## src/rtl/mio_pkg.sv

```systemverilog
// Shared types for the MIO bus controller: FSM states, grant owner and the
// request payload that is muxed from the CPU or debug port at grant time.
package mio_pkg;

  localparam int unsigned ADDR_W = 32;
  localparam int unsigned DATA_W = 32;

  localparam logic [DATA_W-1:0] DEAD_BEEF = 32'hDEAD_BEEF;

  typedef enum logic [1:0] {IDLE, ACC, IOW, RSP} state_t;

  typedef enum logic {CPU, DBG} grant_t;

  typedef struct packed {
    logic              we;
    logic [ADDR_W-1:0] addr;
    logic [DATA_W-1:0] wdata;
  } mio_req_t;

endpackage

```

## src/rtl/mio_addr_decode.sv

```systemverilog
// Combinational address decode: RAM window at the bottom of the map, IO window
// by base/mask match. Anything else is unmapped.
module mio_addr_decode
  import mio_pkg::*;
#(
  parameter int unsigned      RAM_AW  = 10,
  parameter logic [ADDR_W-1:0] IO_BASE = 32'hE000_0000,
  parameter logic [ADDR_W-1:0] IO_MASK = 32'hF000_0000
) (
  input  logic [ADDR_W-1:0] addr,
  output logic              ram_hit_c,
  output logic              io_hit_c
);

  // RAM never aliases: every bit above the word index must be zero.
  assign ram_hit_c = (addr[ADDR_W-1:RAM_AW+2] == '0);
  assign io_hit_c  = ~ram_hit_c & ((addr & IO_MASK) == IO_BASE);

endmodule

```

## src/rtl/mio_bus_ctrl.sv

```systemverilog
// MIO bus controller: round-robin arbitration of CPU and debug ports onto one
// RAM_B port and one IO bus. Optional IO ack watchdog under MIO_TIMEOUT_EN.
module mio_bus_ctrl
  import mio_pkg::*;
#(
  parameter int unsigned       RAM_AW  = 10,
  parameter logic [ADDR_W-1:0] IO_BASE = 32'hE000_0000,
  parameter logic [ADDR_W-1:0] IO_MASK = 32'hF000_0000
`ifdef MIO_TIMEOUT_EN
  , parameter int unsigned     TIMEOUT = 16
`endif
) (
  input  logic              clk,
  input  logic              rst,

  input  logic              cpu_req,
  input  logic              cpu_we,
  input  logic [ADDR_W-1:0] cpu_addr,
  input  logic [DATA_W-1:0] cpu_wdata,
  output logic [DATA_W-1:0] cpu_rdata,
  output logic              cpu_ready,

  input  logic              dbg_req,
  input  logic              dbg_we,
  input  logic [ADDR_W-1:0] dbg_addr,
  input  logic [DATA_W-1:0] dbg_wdata,
  output logic [DATA_W-1:0] dbg_rdata,
  output logic              dbg_ready,

  output logic [RAM_AW-1:0] ram_addra,
  output logic              ram_wea,
  output logic [DATA_W-1:0] ram_dina,
  input  logic [DATA_W-1:0] ram_douta,

  output logic              io_req,
  output logic              io_we,
  output logic [ADDR_W-1:0] io_addr,
  output logic [DATA_W-1:0] io_wdata,
  input  logic [DATA_W-1:0] io_rdata,
  input  logic              io_ack,

  output logic              bus_err
);

`ifdef MIO_TIMEOUT_EN
  localparam int unsigned TMO_W = $clog2(TIMEOUT + 1);
  logic [TMO_W-1:0] tmo_cnt;
`endif

  state_t            state;
  grant_t            last_grant;
  logic              lat_we;
  logic              lat_ram;
  logic [DATA_W-1:0] cap_data;

  logic              cpu_v_c;
  logic              dbg_v_c;
  grant_t            pick_c;
  mio_req_t          sel_c;
  logic              ram_hit_c;
  logic              io_hit_c;
  logic [DATA_W-1:0] rsp_data_c;

  // A port whose ready is high this cycle is still holding its finished request.
  always_comb begin
    cpu_v_c = cpu_req & ~cpu_ready;
    dbg_v_c = dbg_req & ~dbg_ready;
    pick_c  = CPU;
    if (cpu_v_c && dbg_v_c) begin
      pick_c = (last_grant == CPU) ? DBG : CPU;
    end else if (dbg_v_c) begin
      pick_c = DBG;
    end
    sel_c = '{we: cpu_we, addr: cpu_addr, wdata: cpu_wdata};
    if (pick_c == DBG) begin
      sel_c = '{we: dbg_we, addr: dbg_addr, wdata: dbg_wdata};
    end
  end

  mio_addr_decode #(
    .RAM_AW  (RAM_AW),
    .IO_BASE (IO_BASE),
    .IO_MASK (IO_MASK)
  ) u_decode (
    .addr      (sel_c.addr),
    .ram_hit_c (ram_hit_c),
    .io_hit_c  (io_hit_c)
  );

  // RAM_B data is valid in RSP, one cycle after the ACC address cycle.
  assign rsp_data_c = lat_ram ? ram_douta : cap_data;

  always_ff @(posedge clk) begin
    if (rst) begin
      state      <= IDLE;
      last_grant <= DBG;
      lat_we     <= 1'b0;
      lat_ram    <= 1'b0;
      cap_data   <= '0;
      cpu_rdata  <= '0;
      cpu_ready  <= 1'b0;
      dbg_rdata  <= '0;
      dbg_ready  <= 1'b0;
      ram_addra  <= '0;
      ram_wea    <= 1'b0;
      ram_dina   <= '0;
      io_req     <= 1'b0;
      io_we      <= 1'b0;
      io_addr    <= '0;
      io_wdata   <= '0;
      bus_err    <= 1'b0;
`ifdef MIO_TIMEOUT_EN
      tmo_cnt    <= '0;
`endif
    end else begin
      cpu_ready <= 1'b0;
      dbg_ready <= 1'b0;
      case (state)
        IDLE: begin
          if (cpu_v_c || dbg_v_c) begin
            last_grant <= pick_c;
            lat_we     <= sel_c.we;
            lat_ram    <= ram_hit_c;
            if (ram_hit_c) begin
              ram_addra <= sel_c.addr[RAM_AW+1:2];
              ram_dina  <= sel_c.wdata;
              ram_wea   <= sel_c.we;
              state     <= ACC;
            end else if (io_hit_c) begin
              io_req   <= 1'b1;
              io_we    <= sel_c.we;
              io_addr  <= sel_c.addr;
              io_wdata <= sel_c.wdata;
`ifdef MIO_TIMEOUT_EN
              tmo_cnt  <= '0;
`endif
              state    <= IOW;
            end else begin
              cap_data <= '0;
              bus_err  <= 1'b1;
              state    <= RSP;
            end
          end
        end
        ACC: begin
          ram_wea <= 1'b0;
          state   <= RSP;
        end
        IOW: begin
          if (io_ack) begin
            cap_data <= io_rdata;
            io_req   <= 1'b0;
            state    <= RSP;
          end
`ifdef MIO_TIMEOUT_EN
          else if (tmo_cnt == TMO_W'(TIMEOUT - 1)) begin
            cap_data <= DEAD_BEEF;
            bus_err  <= 1'b1;
            io_req   <= 1'b0;
            state    <= RSP;
          end else begin
            tmo_cnt <= tmo_cnt + TMO_W'(1);
          end
`endif
        end
        RSP: begin
          if (last_grant == CPU) begin
            cpu_ready <= 1'b1;
            if (!lat_we) cpu_rdata <= rsp_data_c;
          end else begin
            dbg_ready <= 1'b1;
            if (!lat_we) dbg_rdata <= rsp_data_c;
          end
          state <= IDLE;
        end
        default: state <= IDLE;
      endcase
    end
  end

endmodule

```

## config.mk

```make
export PLATFORM = sky130hd
export DESIGN_NAME = mio_bus_ctrl
export DESIGN_NICKNAME = d
export VERILOG_FILES = /design/src/rtl/mio_pkg.sv /design/src/rtl/mio_addr_decode.sv /design/src/rtl/mio_bus_ctrl.sv
export SDC_FILE = /design/constraint.sdc
export NUM_CORES = 1
export LEC_CHECK = 0
export CAP_MARGIN = 20
export CORE_ASPECT_RATIO = 1.25
export CORE_MARGIN = 3
export CORE_UTILIZATION = 40
export CTS_BUF_LIST = sky130_fd_sc_hd__clkbuf_16
export DETAILED_ROUTE_END_ITERATION = 7
export GPL_TIMING_DRIVEN = 1
export PLACE_DENSITY = 0.8
export SLEW_MARGIN = 0
export SYNTH_ARGS = -nofsm -noshare
export SYNTH_HDL_FRONTEND = slang
export SYNTH_SLANG_ARGS = --single-unit
```

## constraint.sdc

```tcl
create_clock -name clk -period 3.3 [get_ports clk]
set_clock_uncertainty 0.1 [all_clocks]
set_input_delay 0.66 -clock clk [delete_from_list [all_inputs] [get_ports clk]]
set_output_delay 0.66 -clock clk [all_outputs]
set_load 0.02 [all_outputs]
```

### Word-level counts from Yosys, hierarchy flattened

Cells that the tools add are included.

* reductions and logical operators: 17
* muxes and demuxes: 24
* equal/unequal tests: 10
* bitwise operators: 10

Operators with widths (number)
* $mux 32: 5
* $mux 65: 1
* $pmux 32 s2: 1
* $logic_not 20->1: 1
* $ne 2x2->1 const B: 6
* $reduce_and 3->1: 4
* $mux 1: 11
* $reduce_and 5->1: 2
* $pmux 2 s4: 1
* $reduce_and 4->1: 2
* $not 1->1: 7
* $mux 2: 3
* $eq 2x2->1 const B: 2
* $eq 4x4->1 const B: 1
* $pmux 1 s2: 2
* $reduce_and 2->1: 2
* $reduce_bool 2->1: 2
* $and 1x1->1: 3
* $eq 2x1->1 const B: 1
* $logic_not 2->1: 1
* $reduce_or 2->1: 1
* $logic_and 1x1->1: 1
* $logic_or 1x1->1: 1

* word-level logic and storage cells: 78
* bits in registers: 213
* output and inout bits: 176

### Logic depth before layout (Yosys ltp)

* depth after elaboration: 12
* depth in mapped cells: 8
* depth with buffers taken out: 6

### Hierarchy

Synthesis repeated with hierarchy kept, for this count alone.

* cell total of the unflattened synthesis: 932
* area total of the unflattened synthesis: 8758.4 um^2

By module, submodules not included
* mio_bus_ctrl: instances 1, cells each 923, area each 8697.1 um^2
* mio_addr_decode: instances 1, cells each 9, area each 61.3 um^2

### Least setup slack after synthesis

Ideal clock, no wire load.

* path type: in2reg
* start point: input dbg_req
* end point: register cap_data[10]
* path buffers: 2
* cell stages on the path: 7
* setup slack: 1.131 ns
* arrival: 1.998 ns
* path through: nor2b_1 buf_2 o21ai_2 and3b_1 a31oi_4 buf_6 mux2i_1

* word-level cells in the longest chain between the ends: 9
* elaborated cells on any way between the ends: 14
* those cells by class: 4 x eq/ne; 3 x mux; 3 x bitwise; 4 x reduce/logical

Ends and longest elaborated chain
* start: declaration: line mio_bus_ctrl.sv:23 `input logic dbg_req,`
* $and 1x1->1 *: line mio_bus_ctrl.sv:67 `dbg_v_c = dbg_req & ~dbg_ready;`
* $mux 1 or $logic_and 1x1->1 (tied branches): line mio_bus_ctrl.sv:71, mio_bus_ctrl.sv:69
* $mux 1: line mio_bus_ctrl.sv:69 `if (cpu_v_c && dbg_v_c) begin`
* $mux 65: line mio_bus_ctrl.sv:75 `if (pick_c == DBG) begin`
* $logic_not 20->1: line mio_addr_decode.sv:16 `assign ram_hit_c = (addr[ADDR_W-1:RAM_AW+2] == '0);`
* $not 1->1 (no source line)
* $and 1x1->1: line mio_addr_decode.sv:17 `assign io_hit_c = ~ram_hit_c & ((addr & IO_MASK) == IO_BASE);`
* $ne 2x2->1 (no source line)
* $reduce_and 5->1 (no source line) *
* end signal: assignment: line mio_bus_ctrl.sv:151 `cap_data <= io_rdata;`
* end: declaration: line mio_bus_ctrl.sv:54 `logic [DATA_W-1:0] cap_data;`

Mark *: on every way between the ends. The rest lies on a longest branch, timed or not.
A chain may end at the register's enable or synchronous reset.

### Worst setup path in the final report

* start point: input dbg_req
* end point: register cap_data[3]

The elaborated chain is that of the path after synthesis.

==> metrics.cfg <==
[finish]
antenna_cells_inserted=0
layout-area-overhead-vs-synth_pct=54.01
finalInstanceArea_um2=13530
nNetsFinal=1444
layout-drive-gt1-share_pct=5.116

[hold_path]
hold_class=reg -> reg

[timing]
rsz0062_at_grt=false
worst_slew_margin_rel_pct=40.30
setup_tns_ns=0
clock.fmax_ghz=0.3708
post-route-period-util_pct=81.73
timing.hold.ws_ns=0.3755
report.final.slew_viol_count=0
max_slew.worst_pin.slew_ns=0.8955
hold_viol=0
finalSetupViolations=0
final.min_clock_period_ns=2.697

[power_and_ir_drop]
switchingPower_uw=2458
p_leak_uw=0.004813
p_sw_share_pct=31.61
power.combinational.fraction_pct=30.6
clock_power_share_pct=30.6
power.density_cell_area_nw_per_um2=574.7
vdd.ir_drop.worst_mv=0.4333
power.internal_uw=5317
share_of_power_burned_in_registers_pct=38.8

[routing]
dr.pass1.iters=4
avgRoutedWirePerCell_um=18.22
drc=0
routed_wl_um=27880
drt.antenna.violating_nets=0
viasPerCell=5.183
initialDrtViolationCount=275
route.vias.total=7930

[outcome]
run_status=complete, no violations

[floorplan]
floorplan.core_area_um2=21550
rows=60
die-height_um=171.7
num_io_pins=375
initial_core_utilization_pct=40.77
die_x_um=138.6
die_area_um2=23790

[global_routing]
first_global_vias=7874
grt_use_total_pct=22.07
overflow_left_after_global_routing=0
grt_antenna_before_repair=0
grt_max_degree=105
grt_pass1_wl_um=43250

[synthesis]
yosys.cell_types.count=36
yosys_warnings=0
netlist_area_um2=8785
number_of_synthesized_flops_with_an_enable_pin=0
ys.flop_type=dfxtp_1
synth-async-reset-ratio_pct=0
postSynthNetCount=1103
yosysSeqAreaShare_pct=48.54
synthCells=899
ff_latch_count_synth=213
syn_area_per_cell_um2=9.772

[clock_tree]
cts.root.buffer_cell=clkbuf_16
worstSkewPairLatency_ns=0.49
post_cts_resize_count=0
path_clk_slew_ns=0.06
postCtsHoldBufs=0
cts_post_setup_buffers_inserted=0
cts.path.max_buffers=3
cts_tree=built
cts_buffers=23
cts.sink_count=213
htree_levels=1

[setup_path]
cpMaxStageDelayCell=clkdlybuf4s50_1
crit_family=buffers and inverters
worst-path-max-fanout=32
timing.critical_path.to_type=flip-flop
required_arrival_time_at_the_worst_endpoint_ns=3.61
critical_path.startpoint_type=input port
timing.setup.critical_path_class=in -> reg
worstPathCellList=clkdlybuf4s50_1 > nor2b_1 > nand4_1 > o22a_1 > a31oi_4 > buf_12 > mux2i_1
critical-path-max-stage-delay_ns=0.48
crit_buf_inv=2
worstPathArrival_ns=3.01

[place]
placement.cell_area_um2=12850
hpwlAfterDp_um=20270
gpl.final_weighted_congestion=0.8515
io_buffers=374

[run]
cap_violations=0

==> cell families after synthesis <==
family	count (synthesis)	synth area share [%]
adder cells (fa/ha/maj)	5	0.7121
flip-flops	213	48.54
multiplexers	125	14.24
buffers and inverters	88	4.415
AND/OR/NAND/NOR	238	13.62
AO/OA/AOI/OAI	230	18.47
==> through the flow <==
stage                     worst slack (ns)  total power (µW)  cells  utilization, %
after floorplan                      1.131              4495    899               -
after CTS                           0.6317              7844   1530           62.79
after detailed placement            0.1596              5445   1494           59.64
after global placement              0.2380              5408   1494           59.64
after global routing                0.4543              8143   1530           62.79
final                               0.6029              7775   1530           62.79
==> worst reg2reg max path, cell delays in order (launching register included) <==
cell     delay (ns)
dfxtp_1        0.32
nor2b_1        0.41
nand4_1        0.27
o22a_1         0.41
a31oi_4        0.23
buf_12         0.26
mux2i_1        0.26
==> power groups by stage <==
| stage | Combinational, µW | Clock, µW | Sequential (µW) |
|---|---|---|---|
| after global routing | 2560 | 2540 | 3050 |
| after CTS | 2400 | 2430 | 3020 |
| after global placement | 2350 | 0 | 3060 |
| after detailed placement | 2380 | 0 | 3070 |
| after floorplan | 1320 | 0 | 3180 |
| final | 2380 | 2380 | 3010 |
==> synthesized netlist by cell type (4+ instances only) <==
master    count  area, µm²
a211oi_1    171       1284
a21oi_1      47      235.2
and3b_1       4      35.03
buf_2        28      140.1
clkbuf_1     50      187.7
dfxtp_1     213       4264
ha_1          5      62.56
inv_1         4      15.01
mux2i_1     125       1251
nand2b_1     34      212.7
nand3b_1     33      247.7
nor2_1      139      521.8
nor4_1       10      62.56
==> final timing paths <==
| path | startpoint | to | slack (ns) | depth (start not counted) |
|---|---|---|---|---|
| setup / recovery | dbg_req | cap_data[3]$_SDFFE_PP0P_ | 0.60 | 7 |
| hold / removal | cap_data[29]$_SDFFE_PP0P_ | cap_data[29]$_SDFFE_PP0P_ | 0.38 | 2 |
| setup reg to reg | dbg_ready$_SDFF_PP0_ | cap_data[3]$_SDFFE_PP0P_ | 0.96 | 6 |
| hold reg to reg | cap_data[29]$_SDFFE_PP0P_ | cap_data[29]$_SDFFE_PP0P_ | 0.38 | 2 |
==> area by class of cell <==
| cell class | instances | area (µm²) |
|---|---|---|
| clock buffers | 23 | 575.6 |
| repair buffers | 400 | 4040 |
| flip-flops and latches | 213 | 4265 |
| well taps | 279 | 349.1 |
| multi-input cells | 598 | 4180 |
| clock inverters | 13 | 103.9 |
| inverters | 4 | 15.01 |
| fillers | 1784 | 8016 |
==> routing by layer <==
| metal | GRT usage (%) | share of wire (%) |
|---|---|---|
| met1 | 25.06 | 39 |
| met2 | 40.36 | 50 |
| met3 | 6.785 | 7.9 |
| met4 | 5.973 | 2.5 |
| met5 | 0 | 0 |
==> cells in the final DEF, fill, tap and decap left out, drive strengths merged, types with 2 or more instances in the layout <==
master         netlist  final
mux2i              125    125
clkinv               0      6
nor2b                3      3
nand3                3      3
and4b                2      2
nor2               140    140
ha                   5      5
nor4                10     10
bufinv               0      2
a21boi               2      2
and3b                4      4
inv                  4      9
o21ai                3      3
clkdlybuf4s50        0    373
a21oi               48     48
nand2                2      2
nand2b              34     34
a211oi             171    171
dfxtp              213    213
clkbuf              50     23
nand3b              33     33
nor3b                3      3
buf                 34     27
==> state kept, by name (all words and copies together), names as in the netlist <==
register,flops
state,2
lat_ram,1
ram_addra,10
dbg_rdata,32
lat_we,1
ram_dina,32
io_wdata,32
dbg_ready,1
last_grant,1
cpu_ready,1
cpu_rdata,32
io_addr,32
io_req,1
ram_wea,1
cap_data,32
io_we,1
bus_err,1
(Power assumes the default switching activity.)
